`src/rtl/if_fetch_unit.sv`:
```
// ---------------------------------------------------------------------------
// if_fetch_unit
//
// Instruction-fetch stage of the pipelined MIPS core. Owns the program
// counter and drives the combinational instruction ROM. It picks the next PC
// from these sources, highest priority first: illegal-instruction exception,
// external interrupt, downstream redirect (branch/jump/jr), stall, and
// sequential fetch. The fetched word is captured into the IF/ID register
// together with a valid bit. PC[31] is the kernel/supervisor bit.
//
// Configuration macro: IF_IRQ_EN
//   defined   -> the irq input can redirect fetch to IRQ_VECTOR and write epc
//   undefined -> irq is ignored; epc/epc_we are driven only by exc_req
//
// Ports
//   clk              rising-edge clock
//   reset            asynchronous, active-high reset
//   stall            hold PC and IF/ID (load-use hazard)
//   redirect_valid   control transfer resolved downstream this cycle
//   redirect_kind    00 branch, 01 jump, 10 jr, 11 treated as jump
//   redirect_target  redirect target address
//   exc_req          illegal instruction detected in ID
//   irq              level-sensitive external interrupt
//   inst_enable      ROM enable (low while reset is asserted)
//   instAddress      ROM address, equal to the PC
//   inst             ROM data for instAddress
//   ifid_inst        captured instruction (0 for a bubble)
//   ifid_pc_plus4    PC+4 of the captured instruction
//   ifid_valid       captured instruction is real
//   epc              exception/interrupt return address for $26
//   epc_we           one-cycle write strobe for epc
// ---------------------------------------------------------------------------
module if_fetch_unit (
  input  logic        clk,
  input  logic        reset,
  input  logic        stall,
  input  logic        redirect_valid,
  input  logic [1:0]  redirect_kind,
  input  logic [31:0] redirect_target,
  input  logic        exc_req,
  input  logic        irq,
  output logic        inst_enable,
  output logic [31:0] instAddress,
  input  logic [31:0] inst,
  output logic [31:0] ifid_inst,
  output logic [31:0] ifid_pc_plus4,
  output logic        ifid_valid,
  output logic [31:0] epc,
  output logic        epc_we
);

  localparam logic [31:0] RESET_PC   = 32'h8000_0000;
  localparam logic [31:0] EXC_VECTOR = 32'h8000_0008;
`ifdef IF_IRQ_EN
  localparam logic [31:0] IRQ_VECTOR = 32'h8000_0004;
`endif

  localparam logic [1:0] KIND_JR = 2'b10;

  logic [31:0] pc_q, pc_d;
  logic [31:0] ifid_inst_q, ifid_inst_d;
  logic [31:0] ifid_pc_plus4_q, ifid_pc_plus4_d;
  logic        ifid_valid_q, ifid_valid_d;
  logic [31:0] epc_q, epc_d;
  logic        epc_we_q, epc_we_d;

  logic [31:0] pc_plus4;
  logic [31:0] redirect_pc;

`ifdef IF_IRQ_EN
  logic        irq_take;

  // Interrupts are only accepted from user mode, and an exception in the
  // same cycle wins.
  assign irq_take = irq & ~pc_q[31] & ~exc_req;
`else
  logic        unused_irq;

  assign unused_irq = irq;
`endif

  assign instAddress   = pc_q;
  assign inst_enable   = ~reset;
  assign ifid_inst     = ifid_inst_q;
  assign ifid_pc_plus4 = ifid_pc_plus4_q;
  assign ifid_valid    = ifid_valid_q;
  assign epc           = epc_q;
  assign epc_we        = epc_we_q;

  // The increment never carries into the mode bit, so sequential fetch
  // wraps inside the current half of the address space.
  assign pc_plus4 = {pc_q[31], pc_q[30:0] + 31'd4};

  // Mode-bit rules for redirect targets: branch and jump stay in the current
  // mode; jr may drop from kernel to user but never climb from user to kernel.
  always_comb begin
    if (redirect_kind == KIND_JR) begin
      redirect_pc = pc_q[31] ? redirect_target : {1'b0, redirect_target[30:0]};
    end else begin
      redirect_pc = {pc_q[31], redirect_target[30:0]};
    end
  end

  // Next-PC and IF/ID selection. Every control transfer flushes IF/ID to a
  // nop bubble; a plain stall leaves everything as it is.
  always_comb begin
    pc_d            = pc_q;
    ifid_inst_d     = ifid_inst_q;
    ifid_pc_plus4_d = ifid_pc_plus4_q;
    ifid_valid_d    = ifid_valid_q;
    epc_d           = epc_q;
    epc_we_d        = 1'b0;

    if (exc_req) begin
      // The faulting instruction sits in ID; return past it.
      pc_d            = EXC_VECTOR;
      epc_d           = ifid_pc_plus4_q;
      epc_we_d        = 1'b1;
      ifid_inst_d     = 32'd0;
      ifid_pc_plus4_d = 32'd0;
      ifid_valid_d    = 1'b0;
`ifdef IF_IRQ_EN
    end else if (irq_take) begin
      // Return to whatever would have executed next: the redirect target,
      // the instruction held in ID during a stall, or the discarded fetch.
      pc_d            = IRQ_VECTOR;
      epc_we_d        = 1'b1;
      if (redirect_valid) begin
        epc_d = redirect_pc;
      end else if (stall) begin
        epc_d = ifid_pc_plus4_q - 32'd4;
      end else begin
        epc_d = pc_q;
      end
      ifid_inst_d     = 32'd0;
      ifid_pc_plus4_d = 32'd0;
      ifid_valid_d    = 1'b0;
`endif
    end else if (redirect_valid) begin
      pc_d            = redirect_pc;
      ifid_inst_d     = 32'd0;
      ifid_pc_plus4_d = 32'd0;
      ifid_valid_d    = 1'b0;
    end else if (!stall) begin
      pc_d            = pc_plus4;
      ifid_inst_d     = inst;
      ifid_pc_plus4_d = pc_plus4;
      ifid_valid_d    = 1'b1;
    end
  end

  // State registers; reset also kills a pending epc_we immediately.
  always_ff @(posedge clk or posedge reset) begin
    if (reset) begin
      pc_q            <= RESET_PC;
      ifid_inst_q     <= 32'd0;
      ifid_pc_plus4_q <= 32'd0;
      ifid_valid_q    <= 1'b0;
      epc_q           <= 32'd0;
      epc_we_q        <= 1'b0;
    end else begin
      pc_q            <= pc_d;
      ifid_inst_q     <= ifid_inst_d;
      ifid_pc_plus4_q <= ifid_pc_plus4_d;
      ifid_valid_q    <= ifid_valid_d;
      epc_q           <= epc_d;
      epc_we_q        <= epc_we_d;
    end
  end

endmodule

```
`config.mk`:
```
export PLATFORM = sky130hd
export DESIGN_NAME = if_fetch_unit
export DESIGN_NICKNAME = d
export VERILOG_FILES = /design/src/rtl/if_fetch_unit.sv
export SDC_FILE = /design/constraint.sdc
export NUM_CORES = 1
export LEC_CHECK = 0
export ABC_CLOCK_PERIOD_IN_PS = 3510
export BUFFER_PORTS_ARGS = -buffer_cell sky130_fd_sc_hd__buf_4
export CAP_MARGIN = 20
export CELL_PAD_IN_SITES_DETAIL_PLACEMENT = 1
export CELL_PAD_IN_SITES_GLOBAL_PLACEMENT = 1
export CORE_MARGIN = 5
export CORE_UTILIZATION = 36
export CTS_BUF_LIST = sky130_fd_sc_hd__clkbuf_8
export DETAILED_ROUTE_END_ITERATION = 8
export PLACE_DENSITY_LB_ADDON = 0.12
export SYNTH_ARGS = -nofsm -noshare
export SYNTH_HDL_FRONTEND = slang
export SYNTH_SLANG_ARGS = --single-unit
```
`constraint.sdc`:
```
create_clock -name clk -period 3.51 [get_ports clk]
set_input_delay 0 -clock clk [delete_from_list [all_inputs] [get_ports clk]]
set_output_delay 0 -clock clk [all_outputs]
set_load 0.03 [all_outputs]
```
# Word-level counts from Yosys, hierarchy flattened
# Cells that the tools add are included.
# Widths: inputs -> output; s select.
dict set report word_totals {
  reg_bits 130
  inputBits 72
  out_inout_bits 131
  elab_cells 29
}
dict set report op_classes {
  add_sub_neg 1
  eq_ne 2
  n_mux 15
  n_bitwise 1
  n_reduce_logical 3
}
# op count
set op_table {}
lappend op_table {{$mux 32} 10}
lappend op_table {{$add 31x3->31 const B} 1}
lappend op_table {{$mux 31} 1}
lappend op_table {{$mux 1} 4}
lappend op_table {{$reduce_bool 2->1} 2}
lappend op_table {{$ne 3x1->1 const B} 1}
lappend op_table {{$eq 2x2->1 const B} 1}
lappend op_table {{$reduce_and 2->1} 1}
lappend op_table {{$not 1->1} 1}

# Longest topological paths before layout
dict set report depth {
  ltp_word 4
  ltp_mapped 6
  depth_no_buf 5
}

# Least setup slack after synthesis
# No wires, ideal clock.
dict set report synth_path {
  path_kind {input to output}
  start {input reset}
  end {output inst_enable}
  t_arrival_ns 2.842
  required_time_ns 3.510
  setup_slack_ns 0.668
  stages 1
  path_buffers 0
  cell_sequence {inv_1}
}
dict set report synth_between {
  elab_chain_len 1
}
# element line_no
set synth_lines {}
lappend synth_lines {{start: declaration} 35} ;# input logic reset,
lappend synth_lines {{$not 1->1} 83} ;# assign inst_enable = ~reset;
lappend synth_lines {{end: declaration} 42} ;# output logic inst_enable,
# No other way between the ends.

# Worst setup path in the final report
dict set report layout_path {
  start {register pc_q[4], in the netlist instAddress[4]}
  end {register pc_q[25], in the netlist instAddress[25]}
}
dict set report layout_between {
  elab_chain_len 4
}
# element line_no
set layout_lines {}
lappend layout_lines {{start: declaration} 60} ;# logic [31:0] pc_q, pc_d;
lappend layout_lines {{start signal: assignment} 162} ;# pc_q <= pc_d;
lappend layout_lines {{$add 31x3->31} 92} ;# assign pc_plus4 = {pc_q[31], pc_q[30:0] + 31'd4};
lappend layout_lines {{$mux 31} 144} ;# end else if (!stall) begin
lappend layout_lines {{$mux 32} 139} ;# end else if (redirect_valid) begin
lappend layout_lines {{$mux 32} 114} ;# if (exc_req) begin
# No other way between the ends. The select of a mux whose other input is x is not followed.
# A chain may end at the register's enable or synchronous reset.

==> implementation parameters <==
Parameter                              Value

Logic synthesis
  Flip-flop and latch count after synthesis    130
  Number of enable-type register cells in the synthesized netlist    0
  Gate Count Post-Synth    588
  Share of synthesized area occupied by flip-flops and latches    between 50 and 60%
  Async SR Flop Fraction    100%
  Top FF cell, synth    sky130_fd_sc_hd__dfrtp_1
  Cell area after synthesis    0.00618 mm²
  Library cells used by synthesis    52
  Synthesized net count    between 600 and 700
  Synthesis Warnings    0
  Syn_area_per_cell    around 11 µm²

Finish
  Final net count    a little over 900
  Commonest non-fill, non-tap cell in the layout    sky130_fd_sc_hd__buf_4
  Share of layout cells above drive strength 1    33.5%
  Growth of design area from synthesis to finish    45.9%
  Final standard cell area without fillers    approximately 0.0090 mm²
  Antenna Diode Count    0
  Leading cell types in the layout, fill and taps excluded    sky130_fd_sc_hd__buf_4, sky130_fd_sc_hd__dfrtp_1, sky130_fd_sc_hd__nor2_1, sky130_fd_sc_hd__dlygate4sd3_1, sky130_fd_sc_hd__mux2i_1

CTS
  TritonCTS clock tree    built
  Total CTS buffers    17
  Clock Root Buffer    sky130_fd_sc_hd__clkbuf_8
  Total setup buffers inserted after CTS    0
  Clk_lat worst skew    ~450 ps
  Clk sinks    between 100 and 150
  Max clock buf depth    2
  Number of H-tree levels    4
  Clock-pin transition on the worst setup and hold timing paths    around 80 ps
  CTS-repair resized insts    0

STA
  Fmax    356 MHz
  Worst-case setup margin in the final layout    around 700 ps
  Hold violation total from the final report    0
  Final count of pins violating max slew    0
  Post-route setup TNS    0 ps
  Worst Max-Slew Pin Slew    1050 ps
  Max-slew headroom    between 20% and 30%
  Setup repair after global routing missed its margin    no
  Number of setup violations in the final report    0
  Post-layout minimum cycle time    around 2800 ps
  Final hold slack    roughly 70 ps
  Final worst path period share    between 80 and 90%
  Clock skew after layout    11.3 ps

GRT
  Total congestion overflow after global routing    0
  Pin count of the biggest net entering global routing    65
  Overall global routing resource usage    21.3%
  Wire length of the first global-routing pass    ~34000 µm
  Via count of the first global-routing pass    slightly above 6k
  Initial antenna violation count    0

Power
  Combinational group share of total power    17.5%
  Cell Int Power    between 2 and 3 mW
  Clock share of power    about two fifths
  Leakage power    ~4.2 nW
  Switching power    between 1 and 1.5 mW
  Pwr dens    between 400 and 500 mW/mm²
  Design Power    around 3.7 mW
  Worst VDD drop    around 0.24 mV
  Switching Share    between 20 and 30%
  Part of the total power dissipated in sequential elements    about 44%

Critical path
  Top fanout value on the critical path    13
  Category of the critical setup timing path    flip-flop to flip-flop
  Stages on worst setup path    6
  Arrival @ worst endpoint    between 3000 and 4000 ps
  Startpoint kind of the worst setup timing path    flip-flop
  Critical Path Source    instAddress[4]$_DFFE_PP0P_
  Cell type of the slowest stage on the worst timing path    sky130_fd_sc_hd__dlygate4sd3_1
  Type of element capturing the critical path    flip-flop
  Category of cells accounting for the largest share of critical-path delay    simple AND/OR/NAND/NOR gates
  Startpoint of the worst-slack reg-to-reg timing path    instAddress[4]$_DFFE_PP0P_
  Reg2Reg Setup Slack    700 ps
  Buffers and inverters on the worst path    2
  Largest stage delay, worst path    590 ps
  Capturing instance or port of the critical path    instAddress[25]$_DFFE_PP0P_
  Cells along the critical path    nand4_1, nor4_1, buf_4, a211oi_1, a2111oi_1, dlygate4sd3_1
  Required time at the worst-slack endpoint    between 3000 and 4000 ps
  Endpoint of the worst register-to-register path    instAddress[25]$_DFFE_PP0P_
  Length in cells of the worst reg-to-reg path    6

Placed design
  Instance area after placement    between 0.007 and 0.008 mm²
  HPWL Detailed    ~14000 µm
  Port buffer count    201
  Global placer's final weighted congestion    between 0.8 and 0.9
  Post-placement setup slack    772 ps

Flow run
  # Max-Cap Violations    0

Routing
  Highest routed layer    met4
  Met3 wire len    between 1500 and 2000 µm
  Iteration-0 DRC Markers    ~240
  Met1 routed wirelength after detailed routing    between 8000 and 9000 µm
  Detailed Route WL    between 20000 and 25000 µm
  Routed via count    ~5.8k
  DRT antenna net count    0
  Via count normalized by instance count    5.35
  Detail-routed net length per standard cell    ~20 µm
  Met2 WL post-DR    around 11000 µm
  DRC errors left    0
  Number of optimization iterations in the first detailed-route pass    5

Floorplan
  Core area    0.0167 mm²
  Starting Density    37.0%
  Die Outline Area    around 0.02 mm²
  Number of rows created at floorplan    47
  DIE HEIGHT    141 µm
  Width of the chip    approximately 140 µm
  Top-Level Pins    slightly above 200

Worst hold path
  Path class of the lowest-slack min-delay path    input port to flip-flop

Run status
  Outcome    complete, no violations
==> synthesized netlist by cell type (11+ instances only) <==
master | n | area (µm²)
sky130_fd_sc_hd__dfrtp_1 | 129 | 3230
sky130_fd_sc_hd__nor2_1 | 71 | 267
sky130_fd_sc_hd__clkbuf_1 | 38 | 143
sky130_fd_sc_hd__mux2i_1 | 38 | 380
sky130_fd_sc_hd__o21ai_0 | 35 | 175
sky130_fd_sc_hd__mux2_2 | 32 | 360
sky130_fd_sc_hd__nand2_1 | 28 | 105
sky130_fd_sc_hd__xnor2_1 | 21 | 184
sky130_fd_sc_hd__a21oi_1 | 17 | 85.1
sky130_fd_sc_hd__a211oi_1 | 16 | 120
sky130_fd_sc_hd__nand4_1 | 13 | 81.3
sky130_fd_sc_hd__nor3_1 | 13 | 65.1
sky130_fd_sc_hd__nor4_1 | 13 | 81.3
sky130_fd_sc_hd__a311oi_1 | 11 | 96.3
==> sequential cells by signal, indices dropped and copies added, names as in the netlist <==
register and cells:
epc 32, ifid_inst 32, ifid_pc_plus4 32, instAddress 32
epc_we 1, ifid_valid 1
==> worst reg2reg max path, delay by kind of cell (launching register included) <==
kind / cells / cell delay [ps]
buffers and inverters: 2 / 810
AO/OA/AOI/OAI: 2 / 440
AND/OR/NAND/NOR: 2 / 1020
flip-flops: 1 / 480
==> worst min path at each step <==
stage	start	end	cells after the start
floorplan	exc_req	epc_we$_DFF_PP0_	0
global placement	reset	epc[29]$_DFFE_PP0P_	2
detailed placement	reset	epc[29]$_DFFE_PP0P_	2
finish	redirect_valid	instAddress[0]$_DFFE_PP0P_	3
global route	redirect_valid	instAddress[0]$_DFFE_PP0P_	3
CTS	redirect_valid	instAddress[0]$_DFFE_PP0P_	3
==> cell type report <==
cell class,instances,area [µm²]
fillers,1826,7690
flip-flops and latches,130,3250
multi-input cells,400,2690
repair buffers,286,2320
well taps,220,275
clock buffers,18,248
clock inverters,14,188
inverters,9,37.5
==> layer usage <==
metal | vias to the layer above | GRT usage (%)
li1 | 2655 | -
met1 | 2894 | 26.0
met4 | 0 | 6.68
met3 | 23 | 6.77
met2 | 193 | 35.9
met5 | - | 0
==> power groups by stage <==
stage	combinational [mW]	clock [mW]	sequential, mW
final	0.649	1.42	1.64
after global routing	0.698	1.52	1.65
after CTS	0.654	1.46	1.64
after detailed placement	0.588	0	1.67
after global placement	0.577	0	1.66
after floorplan	0.220	0	1.78
==> metrics by stage <==
step / util [%] / cells
4_1_cts: 54.0 / 1077
6_report: 54.0 / 1077
3_5_place_dp: 47.1 / 974
5_1_grt: 54.0 / 1077
2_1_floorplan: - / 588
3_3_place_gp: 47.1 / 974
==> cell families (layout without fill, tap and decap cells) <==
kind of cell	after synthesis	in the layout	synth area share, %
compound gates	118	118	12.8
xor+xnor	22	22	3.12
fa+ha+maj	1	1	0.203
buf+inv	58	327	3.83
flops	130	130	52.7
mux	70	70	12.0
simple gates	189	189	15.4
==> timing repair <==
action,in CTS,in global routing
endpoints found under the hold margin,202,0
endpoints found under the setup margin,0,0
hold buffers,71,0
(Power assumes the default switching activity.)
